$ cat config.mk
export PLATFORM = sky130hd
export DESIGN_NAME = mdu_ctrl
export DESIGN_NICKNAME = d
export VERILOG_FILES = /design/src/rtl/mips_pkg.sv /design/src/rtl/mdu_iter_core.sv /design/src/rtl/mdu_ctrl.sv
export SDC_FILE = /design/constraint.sdc
export NUM_CORES = 1
export LEC_CHECK = 0
export BUFFER_PORTS_ARGS = -buffer_cell sky130_fd_sc_hd__buf_2
export CAP_MARGIN = 40
export CORE_ASPECT_RATIO = 0.75
export CORE_MARGIN = 3
export CORE_UTILIZATION = 30
export CTS_CLUSTER_DIAMETER = 60
export DETAILED_ROUTE_END_ITERATION = 6
export PLACE_DENSITY = 0.43
export SLEW_MARGIN = 20
export SYNTH_ARGS = -nofsm -noshare
export SYNTH_HDL_FRONTEND = slang
export SYNTH_HIERARCHICAL = 1
export SYNTH_SLANG_ARGS = --single-unit
$ cat constraint.sdc
create_clock -name i_clk -period 7.15 [get_ports i_clk]
set_input_delay 0.715 -clock i_clk [delete_from_list [all_inputs] [get_ports i_clk]]
set_output_delay 0.715 -clock i_clk [all_outputs]
set_load 0.05 [all_outputs]
$ cat src/rtl/mips_pkg.sv
// Shared MIPS core definitions: MDU op encodings, MDU FSM states and helpers.
package mips_pkg;

    localparam int unsigned MDU_WIDTH = 32;

    localparam logic [1:0] MDU_MULT  = 2'b00;
    localparam logic [1:0] MDU_MULTU = 2'b01;
    localparam logic [1:0] MDU_DIV   = 2'b10;
    localparam logic [1:0] MDU_DIVU  = 2'b11;

    typedef enum logic [1:0] {
        IDLE = 2'd0,
        CALC = 2'd1,
        SIGN = 2'd2
    } mdu_state_t;

    function automatic logic mdu_is_div(input logic [1:0] op);
        return op[1];
    endfunction

    function automatic logic mdu_is_signed(input logic [1:0] op);
        return ~op[0];
    endfunction

endpackage

$ cat src/rtl/mdu_iter_core.sv
// One-bit-per-cycle datapath: shift-add multiply or restoring divide on a
// 2*WIDTH-bit shift register holding {hi, lo} / {remainder, quotient}.
module mdu_iter_core
    import mips_pkg::*;
#(
    parameter int unsigned WIDTH = MDU_WIDTH
) (
    input  logic               i_clk,
    input  logic               i_reset,
    input  logic               i_load,
    input  logic               i_step,
    input  logic               i_is_div,
    input  logic [WIDTH-1:0]   i_a,
    input  logic [WIDTH-1:0]   i_b,
    output logic [2*WIDTH-1:0] o_acc
);

    logic [2*WIDTH-1:0] r_acc;
    logic [WIDTH-1:0]   r_m;
    logic               r_is_div;

    logic [WIDTH:0]     w_add;
    logic [WIDTH:0]     w_part;
    logic [WIDTH:0]     w_diff;
    logic [2*WIDTH-1:0] w_acc_mul;
    logic [2*WIDTH-1:0] w_acc_div;

    // Multiply: add multiplicand into the upper half when lsb set, then shift right.
    assign w_add     = {1'b0, r_acc[2*WIDTH-1:WIDTH]} + {1'b0, r_m & {WIDTH{r_acc[0]}}};
    assign w_acc_mul = {w_add, r_acc[WIDTH-1:1]};

    // Divide: trial-subtract divisor from the shifted partial remainder; borrow means restore.
    assign w_part    = r_acc[2*WIDTH-1:WIDTH-1];
    assign w_diff    = w_part - {1'b0, r_m};
    assign w_acc_div = w_diff[WIDTH] ? {w_part[WIDTH-1:0], r_acc[WIDTH-2:0], 1'b0}
                                     : {w_diff[WIDTH-1:0], r_acc[WIDTH-2:0], 1'b1};

    always_ff @(posedge i_clk) begin
        if (i_reset) begin
            r_acc    <= '0;
            r_m      <= '0;
            r_is_div <= 1'b0;
        end else if (i_load) begin
            r_is_div <= i_is_div;
            r_m      <= i_is_div ? i_b : i_a;
            r_acc    <= {WIDTH'(0), (i_is_div ? i_a : i_b)};
        end else if (i_step) begin
            r_acc    <= r_is_div ? w_acc_div : w_acc_mul;
        end
    end

    assign o_acc = r_acc;

endmodule

$ cat src/rtl/mdu_ctrl.sv
// Iterative MULT/MULTU/DIV/DIVU controller: FSM, sign handling, HI/LO
// ownership, divide-by-zero flag and pipeline stall request.
module mdu_ctrl
    import mips_pkg::*;
#(
    parameter int unsigned WIDTH = MDU_WIDTH
) (
    input  logic             i_clk,
    input  logic             i_reset,
    input  logic             i_start,
    input  logic [1:0]       i_op,
    input  logic [WIDTH-1:0] i_a,
    input  logic [WIDTH-1:0] i_b,
    input  logic             i_rd_hilo,
    input  logic             i_mthi,
    input  logic             i_mtlo,
    input  logic [WIDTH-1:0] i_wdata,
    output logic             o_busy,
    output logic             o_stall_req,
    output logic             o_done,
    output logic             o_div0,
    output logic [WIDTH-1:0] o_hi,
    output logic [WIDTH-1:0] o_lo
);

    localparam int unsigned CW = $clog2(WIDTH);
    localparam logic [CW-1:0] CNT_LAST = CW'(WIDTH - 1);

    mdu_state_t r_state, w_state_nxt;
    logic [CW-1:0]    r_cnt, w_cnt_nxt;
    logic             r_busy, w_busy_nxt;
    logic             r_done, w_done_nxt;
    logic             r_div0, w_div0_nxt;
    logic [WIDTH-1:0] r_hi, w_hi_nxt;
    logic [WIDTH-1:0] r_lo, w_lo_nxt;
    logic             r_is_div, w_is_div_nxt;
    logic             r_neg_q, w_neg_q_nxt;
    logic             r_neg_r, w_neg_r_nxt;

    logic               w_load;
    logic               w_step;
    logic               w_op_signed;
    logic               w_op_div;
    logic [WIDTH-1:0]   w_a_abs;
    logic [WIDTH-1:0]   w_b_abs;
    logic [2*WIDTH-1:0] w_acc;
    logic [2*WIDTH-1:0] w_prod;
    logic [WIDTH-1:0]   w_quo;
    logic [WIDTH-1:0]   w_rem;
    logic [WIDTH-1:0]   w_res_hi;
    logic [WIDTH-1:0]   w_res_lo;

    assign w_op_signed = mdu_is_signed(i_op);
    assign w_op_div    = mdu_is_div(i_op);
    assign w_a_abs     = (w_op_signed & i_a[WIDTH-1]) ? -i_a : i_a;
    assign w_b_abs     = (w_op_signed & i_b[WIDTH-1]) ? -i_b : i_b;

    mdu_iter_core #(.WIDTH(WIDTH)) u_core (
        .i_clk    (i_clk),
        .i_reset  (i_reset),
        .i_load   (w_load),
        .i_step   (w_step),
        .i_is_div (w_op_div),
        .i_a      (w_a_abs),
        .i_b      (w_b_abs),
        .o_acc    (w_acc)
    );

    // Magnitude result back to signed: quotient/product by sign xor, remainder by dividend sign.
    assign w_prod   = r_neg_q ? -w_acc : w_acc;
    assign w_quo    = w_acc[WIDTH-1:0];
    assign w_rem    = w_acc[2*WIDTH-1:WIDTH];
    assign w_res_lo = r_is_div ? (r_neg_q ? -w_quo : w_quo) : w_prod[WIDTH-1:0];
    assign w_res_hi = r_is_div ? (r_neg_r ? -w_rem : w_rem) : w_prod[2*WIDTH-1:WIDTH];

    always_comb begin
        w_state_nxt  = r_state;
        w_cnt_nxt    = r_cnt;
        w_busy_nxt   = r_busy;
        w_done_nxt   = 1'b0;
        w_div0_nxt   = r_div0;
        w_hi_nxt     = r_hi;
        w_lo_nxt     = r_lo;
        w_is_div_nxt = r_is_div;
        w_neg_q_nxt  = r_neg_q;
        w_neg_r_nxt  = r_neg_r;
        w_load       = 1'b0;
        w_step       = 1'b0;
        case (r_state)
            IDLE: begin
                if (i_start) begin
                    w_state_nxt  = CALC;
                    w_cnt_nxt    = '0;
                    w_busy_nxt   = 1'b1;
                    w_load       = 1'b1;
                    w_is_div_nxt = w_op_div;
                    w_div0_nxt   = w_op_div & (i_b == '0);
                    w_neg_q_nxt  = w_op_signed & (i_a[WIDTH-1] ^ i_b[WIDTH-1]);
                    w_neg_r_nxt  = w_op_signed & w_op_div & i_a[WIDTH-1];
                end else begin
                    if (i_mthi) w_hi_nxt = i_wdata;
                    if (i_mtlo) w_lo_nxt = i_wdata;
                end
            end
            CALC: begin
                w_step    = 1'b1;
                w_cnt_nxt = r_cnt + CW'(1);
                if (r_cnt == CNT_LAST) w_state_nxt = SIGN;
            end
            SIGN: begin
                w_state_nxt = IDLE;
                w_busy_nxt  = 1'b0;
                w_done_nxt  = 1'b1;
                w_hi_nxt    = w_res_hi;
                w_lo_nxt    = w_res_lo;
            end
            default: begin
                w_state_nxt = IDLE;
                w_busy_nxt  = 1'b0;
            end
        endcase
    end

    always_ff @(posedge i_clk) begin
        if (i_reset) begin
            r_state  <= IDLE;
            r_cnt    <= '0;
            r_busy   <= 1'b0;
            r_done   <= 1'b0;
            r_div0   <= 1'b0;
            r_hi     <= '0;
            r_lo     <= '0;
            r_is_div <= 1'b0;
            r_neg_q  <= 1'b0;
            r_neg_r  <= 1'b0;
        end else begin
            r_state  <= w_state_nxt;
            r_cnt    <= w_cnt_nxt;
            r_busy   <= w_busy_nxt;
            r_done   <= w_done_nxt;
            r_div0   <= w_div0_nxt;
            r_hi     <= w_hi_nxt;
            r_lo     <= w_lo_nxt;
            r_is_div <= w_is_div_nxt;
            r_neg_q  <= w_neg_q_nxt;
            r_neg_r  <= w_neg_r_nxt;
        end
    end

    // Pipeline may not touch HI/LO or issue another MDU op while one is in flight.
    assign o_stall_req = r_busy & (i_start | i_rd_hilo | i_mthi | i_mtlo);
    assign o_busy      = r_busy;
    assign o_done      = r_done;
    assign o_div0      = r_div0;
    assign o_hi        = r_hi;
    assign o_lo        = r_lo;

endmodule

# After elaboration in Yosys (flattened, before gate mapping)
# Index checks and enable logic that the tools add are counted.
[word_totals]
ff_bits = 174
input_bits = 104
out_inout_bits = 68
word_cells = 86
[op_classes]
n_addsub = 8
n_eq_ne = 8
muxes = 30
bitwise_logic = 14
n_reduce_logical = 12
[op_table]
columns = ["operator", "n"]
rows = [
  ["$mux 32", 14],
  ["$mux 64", 3],
  ["$neg 32->32", 4],
  ["$pmux 32 s2", 2],
  ["$neg 64->64", 1],
  ["$add 32x32->33", 1],
  ["$sub 33x32->33", 1],
  ["$and 32x32->32", 1],
  ["$logic_not 32->1", 1],
  ["$ne 2x2->1 const B", 5],
  ["$pmux 5 s2", 1],
  ["$reduce_and 2->1", 4],
  ["$and 1x1->1", 7],
  ["$reduce_and 3->1", 2],
  ["$reduce_bool 2->1", 3],
  ["$add 5x1->5 const B", 1],
  ["$eq 5x5->1 const B", 1],
  ["$mux 1", 5],
  ["$mux 5", 1],
  ["$mux 2", 2],
  ["$pmux 2 s2", 1],
  ["$or 1x1->1", 3],
  ["$eq 2x1->1 const B", 1],
  ["$eq 2x2->1 const B", 1],
  ["5 further kinds", 6],
]

# Longest topological paths before layout
# Gate-level depths: netlist of the first run.
[logic_depth]
depth_word = 5
ltp_mapped = 13
depth_no_buf = 12

# Hierarchy
# The synthesis of the first run kept the hierarchy.
[modules_own_cells]
columns = ["mod", "n_inst", "cells_each", "area_per_inst_um2", "seq_area_each_um2"]
rows = [
  ["mdu_iter_core", 1, 1134, 8882.3, 1941.9],
  ["mdu_ctrl", 1, 847, 6774.0, 1541.5],
]

# Worst setup path after synthesis of the first run
# OpenSTA, ideal clock, no wires.
[synth_timing]
kind = "register to register"
from = "register u_core.r_acc[31] (netlist: u_core/o_acc[31])"
to = "register u_core.r_acc[40] (netlist: u_core/o_acc[40])"
setup_time_ns = 0.120
arrival_time_ns = 2.982
required_ns = 7.030
path_slack_ns = 4.048
path_stages_with_launch = 14
n_path_buf = 1
period_less_slack_ns = 3.102
path_cell_list = "dfxtp_1 > inv_1 > ha_1 > fa_1 > nor2b_1 > o31ai_1 > a21o_2 > o221ai_4 > a41o_4 > mux2_4 > buf_6 > nor3_1 > a211oi_1 > o31a_1"
[synth_between]
elab_chain_cells = 3
[synth_lines]
columns = ["element", "line", "source"]
rows = [
  ["start, declared", "mdu_iter_core.sv:18", "logic [2*WIDTH-1:0] r_acc;"],
  ["start signal, assigned", "mdu_iter_core.sv:46", "r_acc <= {WIDTH'(0), (i_is_div ? i_a : i_b)};"],
  ["start signal, assigned", "mdu_iter_core.sv:48", "r_acc <= r_is_div ? w_acc_div : w_acc_mul;"],
  ["$sub 33x32->33", "mdu_iter_core.sv:34", "assign w_diff = w_part - {1'b0, r_m};"],
  ["$mux 64", "mdu_iter_core.sv:35", "assign w_acc_div = w_diff[WIDTH] ? {w_part[WIDTH-1:0], r_acc[WIDTH-2:0], 1'b0}"],
  ["$mux 64", "mdu_iter_core.sv:48", ""],
]
# Every way passes these cells.
# A chain may end at the register's enable or synchronous reset.

# Worst setup path after layout of the first run
[layout_timing]
from = "register u_core.r_acc[31] (netlist: u_core/o_acc[31])"
to = "register u_core.r_acc[63] (netlist: u_core/o_acc[63])"
# Same word-level chain as after synthesis.

==> run metrics, run 1 <==
Crit-path slowest cell a2111oi_0; Mapped Cells 1,981; Max-slew headroom 39.5%; worst slew pin tran 904 ps; metal3 WL 4380 um; I/O pin count 172; Max clock buf depth 2; design area 17,800 um2; Reg-to-Reg Start u_core/o_acc[31]$_SDFFE_PP0P_; Pre-antenna DRT Iters 7; area leader, netlist dfxtp_1; Core Util, Final 35.1%; min-delay src r_cnt[3]$_SDFFE_PP0P_; crit end category register; PD cells 188 nW/um2; synthesized-area fraction occupied by adder cells 5.85%; EDFF count, synth 0; WP data required 7470 ps; R2R depth 12; # fillers 5,448; number of max-cap violations 0; YS warnings 6; Vias/cell 5.76; drt wl/cell 23.9 um; crit-path cells inv_1, ha_1, fa_1, nor2b_1, o31ai_1, a21o_2, o221ai_4, a41o_4, mux2i_4, nand2_1, a2111oi_0, a311oi_1; syn nets 2,157; Routed Wire Length 66,600 um; first-pass GRT wire length 99,700 um; share of layout cells above drive strength 1 14.3%; Unique masters post-synth 94; syn_area_per_cell 7.90 um2; post-CTS setup buffers 0; Placer Congestion 0.937; largest cells by area after synthesis dfxtp_1 (22%), mux2i_1 (10%), a211oi_1 (7.3%); Initial Utilization 30.8%; CTS buffer count 17; XOR/XNOR share of the synthesized area 8.56%; CP Class register to register; Slowest Stage Delay on Critical Path 780 ps; sequential area share after synthesis 22.2%; peak supply drop 0.105 mV; mux share of post-synthesis cell area 10.9%; row count 71; worst-path maximum fanout 15; drt drc 0; most common cell after layout, fill and taps aside nor2_1; diode count 0; GRT overflow 0; die area 55,000 um2; Hold Crit Depth 1; Hold Path End r_cnt[3]$_SDFFE_PP0P_; total global-route track usage 23.7%; DP HPWL 52,100 um; CP arrival 4720 ps; post-synthesis simple-gate area fraction 20.8%; Die Y 204 um; Die X 270 um; clk_lat worst skew 470 ps; Tmin final 4400 ps; crit start category register; footprint of the multi-input gates 11,500 um2; Synth Register Bits 174; CTS H-tree lvls 4; largest net degree at the start of global routing 88; Final Setup Violations 0; CTS tree built; final worst-path cycle share 61.5%; register area 3480 um2; mapped cell area 15,700 um2; largest family of logic cells by synthesized area compound AO/OA/AOI/OAI gates; setup_tns 0 ps; R2R setup slack 2750 ps; Slew Limit Fails 0; placed cell areas 17,200 um2; initial DRC count 1,542; initial antenna violation count 0; synth-to-layout area growth 13.8%; hold buffer count at cts 0; CTS Root Cell clkbuf_16; Final Hold Vio Count 0; DR vias 16.1k; Leak 7.38 nW; vias in the first global route 14.9k; Nets 2,258; core area 50,800 um2; Post-DRT Antenna Nets 0; clk sink count 174; Max Clk Rate 0.227 GHz; Compound-Gate Fraction of Synth Area 27.0%; Worst R2R End u_core/o_acc[63]$_SDFFE_PP0P_; RSZ-0062 raised after global routing no; post-synth top area share 22.2%; clock transition at the registers of the reported paths 80 ps; top_reg_cell synth dfxtp_1; Synth async-reset ratio 0%; met1 WL 34,700 um; Port Buffers 171; commonest cells after routing, fill and taps aside nor2_1 (201), dfxtp_1 (173), buf_2 (169), mux2i_1 (163), a211oi_1 (153); Post-CTS Resized 0; status finished, final reports clean; min-delay worst type register to register; met2 wire len 26,800 um; Worst Skew 14.5 ps; highest routed layer met4
==> cells by family (layout without fill, tap and decap cells) <==
kind of cell	Yosys count	count (layout)
and+or+nand+nor	610	610
AOI/OAI and AO/OA	619	619
muxes	169	169
xor gates and xnor gates	153	153
adders and majority gates	72	72
DFF	174	174
buffers and inverters	184	298
==> worst max-delay path by stage <==
stage                                  startpoint                       endpoint  slack, ps  cells after the start
finish              u_core/o_acc[31]$_SDFFE_PP0P_  u_core/o_acc[63]$_SDFFE_PP0P_       2750                     12
global route        u_core/o_acc[31]$_SDFFE_PP0P_  u_core/o_acc[63]$_SDFFE_PP0P_       2490                     12
CTS                 u_core/o_acc[31]$_SDFFE_PP0P_  u_core/o_acc[63]$_SDFFE_PP0P_       2760                     12
detailed placement  u_core/o_acc[31]$_SDFFE_PP0P_  u_core/o_acc[63]$_SDFFE_PP0P_       2800                     12
global placement    u_core/o_acc[56]$_SDFFE_PP0P_  u_core/o_acc[63]$_SDFFE_PP0P_       2850                      9
floorplan           u_core/o_acc[31]$_SDFFE_PP0P_  u_core/o_acc[40]$_SDFFE_PP0P_       4050                     13
==> power by group <==
part / switching [mW] / leakage (nW) / internal, mW / total [mW]
sequential: 0.127 / 1.43 / 1.03 / 1.16
combinational: 0.798 / 5.68 / 0.435 / 1.23
clock: 0.499 / 0.275 / 0.467 / 0.965
==> cells in the mapped netlist (5+ instances only) <==
library cell / n
xnor2_1: 93
o31a_1: 5
nand2_1: 92
a21o_1: 39
a21oi_1: 125
o21a_1: 13
o31ai_1: 27
and3_1: 17
or2_2: 7
nor3b_1: 7
ha_1: 70
nor3_1: 53
o211ai_1: 6
xor2_1: 60
o21bai_1: 7
buf_1: 14
dfxtp_1: 174
or4_1: 16
nand2b_1: 21
o21ai_0: 86
a311oi_1: 7
clkbuf_1: 98
nor4_2: 9
nor2_1: 201
inv_1: 62
nand4b_1: 6
nand3_1: 39
a221oi_1: 5
and2_1: 39
buf_2: 5
o21ai_1: 7
and4_1: 7
a31oi_1: 37
or3_1: 17
nor2b_1: 17
a211oi_1: 153
o41ai_1: 17
nand4_1: 16
o22ai_1: 22
mux2i_1: 164
nor4_1: 16
==> layer usage <==
layer / GRT usage [%] / up-vias
met5: 0 / -
met4: 3.70 / 0
met3: 3.81 / 41
met2: 34.2 / 602
met1: 37.0 / 7785
li1: - / 7643
==> worst max-delay path: cells and delay by family (launching register included) <==
family	cells	cell delay, ps
compound gates	6	1820
simple gates	2	710
fa+ha+maj	2	660
flops	1	510
mux	1	470
buf+inv	1	80
==> per-stage QoR <==
stage | hold WS, ps | setup WS (ps) | instances | total power, mW
floorplan | 429 | 4050 | 1981 | 1.97
global placement | 441 | 2850 | 2746 | 2.38
detailed placement | 455 | 2800 | 2754 | 2.39
CTS | 472 | 2760 | 2786 | 3.35
global route | 509 | 2490 | 2788 | 3.52
finish | 473 | 2750 | 2788 | 3.36
==> state kept, by name, indices dropped and copies added, names as in the netlist, 2 cells and up <==
signal	flops
r_cnt	5
u_core/o_acc	64
r_state	2
u_core/r_m	32
o_hi	32
o_lo	32
==> layout make-up <==
type,count,area share (%)
Clock buffer,18,2.46
Clock inverter,14,0.709
Inverter,64,1.36
Multi-Input combinational cell,1623,64.4
Sequential cell,174,19.6
Tap cell,693,4.87
Timing Repair Buffer,202,6.68
Note: power is estimated with default switching activity, not from simulation.
==> run 2: changes to the inputs <==
- ABC_AREA: unset -> 1
- clock period: 7.15 -> 4.6 ns (I/O delays scaled with it)
==> run metrics, run 2 <==
Max Clk Rate 0.316 GHz; commonest cells after routing, fill and taps aside nand2_1 (962), inv_1 (488), nor2_1 (362), nand3_1 (204), dfxtp_1 (172); initial antenna violation count 1; drt drc 0; diode count 0; Port Buffers 171; min-delay worst type primary input to register; Synth async-reset ratio 0%; Slowest Stage Delay on Critical Path 750 ps; max reg flops 64; number of max-cap violations 0; R2R setup slack 1440 ps; RSZ-0062 raised after global routing no; vias in the first global route 19.0k; status finished, final reports clean; peak supply drop 0.186 mV; Tmin final 3160 ps; Placer Congestion 0.982; Die X 290 um; Pre-antenna DRT Iters 5; crit-path cells ha_1, nand2_1, inv_1, a21oi_1, nand2_1, nand2_1, nand2_2, nand2_4, nand3_4, nand2_8, nand2_1, nand2_1, nand2_1, a21oi_1; Vias/cell 5.15; syn_area_per_cell 5.70 um2; drt wl/cell 20.5 um; clk_lat worst skew 500 ps; register area 3490 um2; mapped cell area 18,200 um2; EDFF count, synth 0; top cells by count, synth nand2_1 (962), inv_1 (488), nor2_1 (363), nand3_1 (204), dfxtp_1 (174); area leader, netlist nand2_1; R2R depth 14; Worst R2R End u_core/o_acc[58]$_SDFFE_PP0P_; Hold Path End o_lo[12]$_SDFFE_PP0P_; die area 63,700 um2; first-pass GRT wire length 124,000 um; syn nets 3,371; clk sink count 174; clock transition at the registers of the reported paths 80 ps; Routed Wire Length 84,200 um; PD cells 293 nW/um2; Final Hold Vio Count 0; row count 77; GRT overflow 0; final worst-path cycle share 68.8%; Worst Skew 17.8 ps; # fillers 6,820; Max-slew headroom 44.9%; cell with the most instances after synthesis nand2_1; DR vias 21.2k; Initial Utilization 30.6%; sequential area share after synthesis 19.1%; Reg-to-Reg Start u_core/o_acc[38]$_SDFFE_PP0P_; CTS tree built; top_reg_cell synth dfxtp_1; CP Class register to register; Crit-path slowest cell dfxtp_1; setup_tns 0 ps; Place WS 1370 ps; crit end category register; Die Y 219 um; CTS Root Cell clkbuf_16; post-synth top area share 19.8%; synth-to-layout area growth 12.4%; largest cells by area after synthesis nand2_1 (20%), dfxtp_1 (19%), inv_1 (10%); share of layout cells above drive strength 1 10.3%; I/O pin count 172; largest net degree at the start of global routing 65; Hold Crit Depth 3; Mapped Cells 3,195; Final Setup Violations 0; Max clock buf depth 2; Post-CTS Resized 0; core area 59,400 um2; Leak 10.7 nW; worst-path maximum fanout 33; min-delay src i_wdata[12]; post-CTS setup buffers 0; total global-route track usage 25.8%; YS warnings 6; hold buffer count at cts 0; CP arrival 3580 ps; Nets 3,488; Setup WS post-layout 1440 ps; worst slew pin tran 826 ps; Synth Register Bits 174; DP HPWL 69,400 um; initial DRC count 2,152; Post-DRT Antenna Nets 0; Most common cell on crit path nand2_1; footprint of the multi-input gates 12,300 um2; most common cell after layout, fill and taps aside nand2_1; CTS H-tree lvls 4; Slew Limit Fails 0; crit start category register; WP data required 5020 ps; CTS buffer count 17; Unique masters post-synth 58
## run 2: cell types whose count changed after synthesis, moves of 35 or more
cell / delta
a21oi_1: +35
xnor2_1: -65
mux2i_1: -138
o21ai_0: +76
nand2_1: +870
nor2_1: +162
o21ai_1: +54
nor3_1: -36
and2_1: -35
nand3_1: +165
inv_1: +426
a211oi_1: -153
## run 2: final cells by class
class,count,area share (%)
clock buffer,17,2.08
tap,790,4.83
inverter,506,9.28
sequential,174,17.0
clock inverter,14,0.624
timing repair buffer,213,6.23
multi-input combinational,2400,59.9
## run 2: worst max-delay path: cells and delay by family, from the launching register on
kind / cells / cell delay (ps)
flops: 1 / 750
fa+ha+maj: 1 / 400
simple gates: 10 / 1570
compound gates: 2 / 280
buf+inv: 1 / 50
## run 2: metal layers
metal	vias to the layer above	routed length, um	global-route usage (%)
li1	10457	-	-
met1	9799	44700	41.9
met2	843	30500	33.2
met3	70	7280	5.13
met4	0	1700	6.50
met5	-	0	0
## run 2: metrics by stage
step	power (mW)	util, %	hold slack [ps]	area, um2	instances
after floorplan	3.60	-	444	18200	3195
after global placement	4.48	33.2	453	19700	4075
after detailed placement	4.49	33.5	462	19900	4083
after CTS	5.97	34.4	223	20500	4114
after global routing	6.38	34.4	254	20500	4114
final	5.99	34.4	257	20500	4114
## run 2: worst max path at each step
stage | from | to | slack (ps) | depth (start not counted)
finish | u_core/o_acc[38]$_SDFFE_PP0P_ | u_core/o_acc[58]$_SDFFE_PP0P_ | 1440 | 14
global placement | i_a[31] | u_core/o_acc[30]$_SDFFE_PP0P_ | 1370 | 12
CTS | u_core/o_acc[34]$_SDFFE_PP0P_ | u_core/o_acc[58]$_SDFFE_PP0P_ | 1550 | 13
detailed placement | i_a[31] | u_core/o_acc[30]$_SDFFE_PP0P_ | 1370 | 12
floorplan | u_core/o_acc[0]$_SDFFE_PP0P_ | u_core/o_acc[59]$_SDFFE_PP0P_ | 2080 | 15
global route | u_core/o_acc[38]$_SDFFE_PP0P_ | u_core/o_acc[63]$_SDFFE_PP0P_ | 1310 | 14
## run 2: report_power, final
| group | internal (mW) | switching (mW) |
|---|---|---|
| Clock | 0.709 | 0.758 |
| Sequential | 1.61 | 0.224 |
| Combinational | 0.795 | 1.90 |
| Total | 3.12 | 2.88 |
## run 2: logic make-up (layout without fill, tap and decap cells)
kind of cell             after synthesis  count (layout)  synth area share [%]
adder cells (fa/ha/maj)               72              72                  5.03
buffers and inverters                621             750                  13.6
multiplexers                          26              26                  1.43
AND/OR/NAND/NOR                     1682            1682                  39.3
XOR/XNOR                              97              97                  4.67
AO/OA/AOI/OAI                        523             523                  16.9
flip-flops                           174             174                  19.1
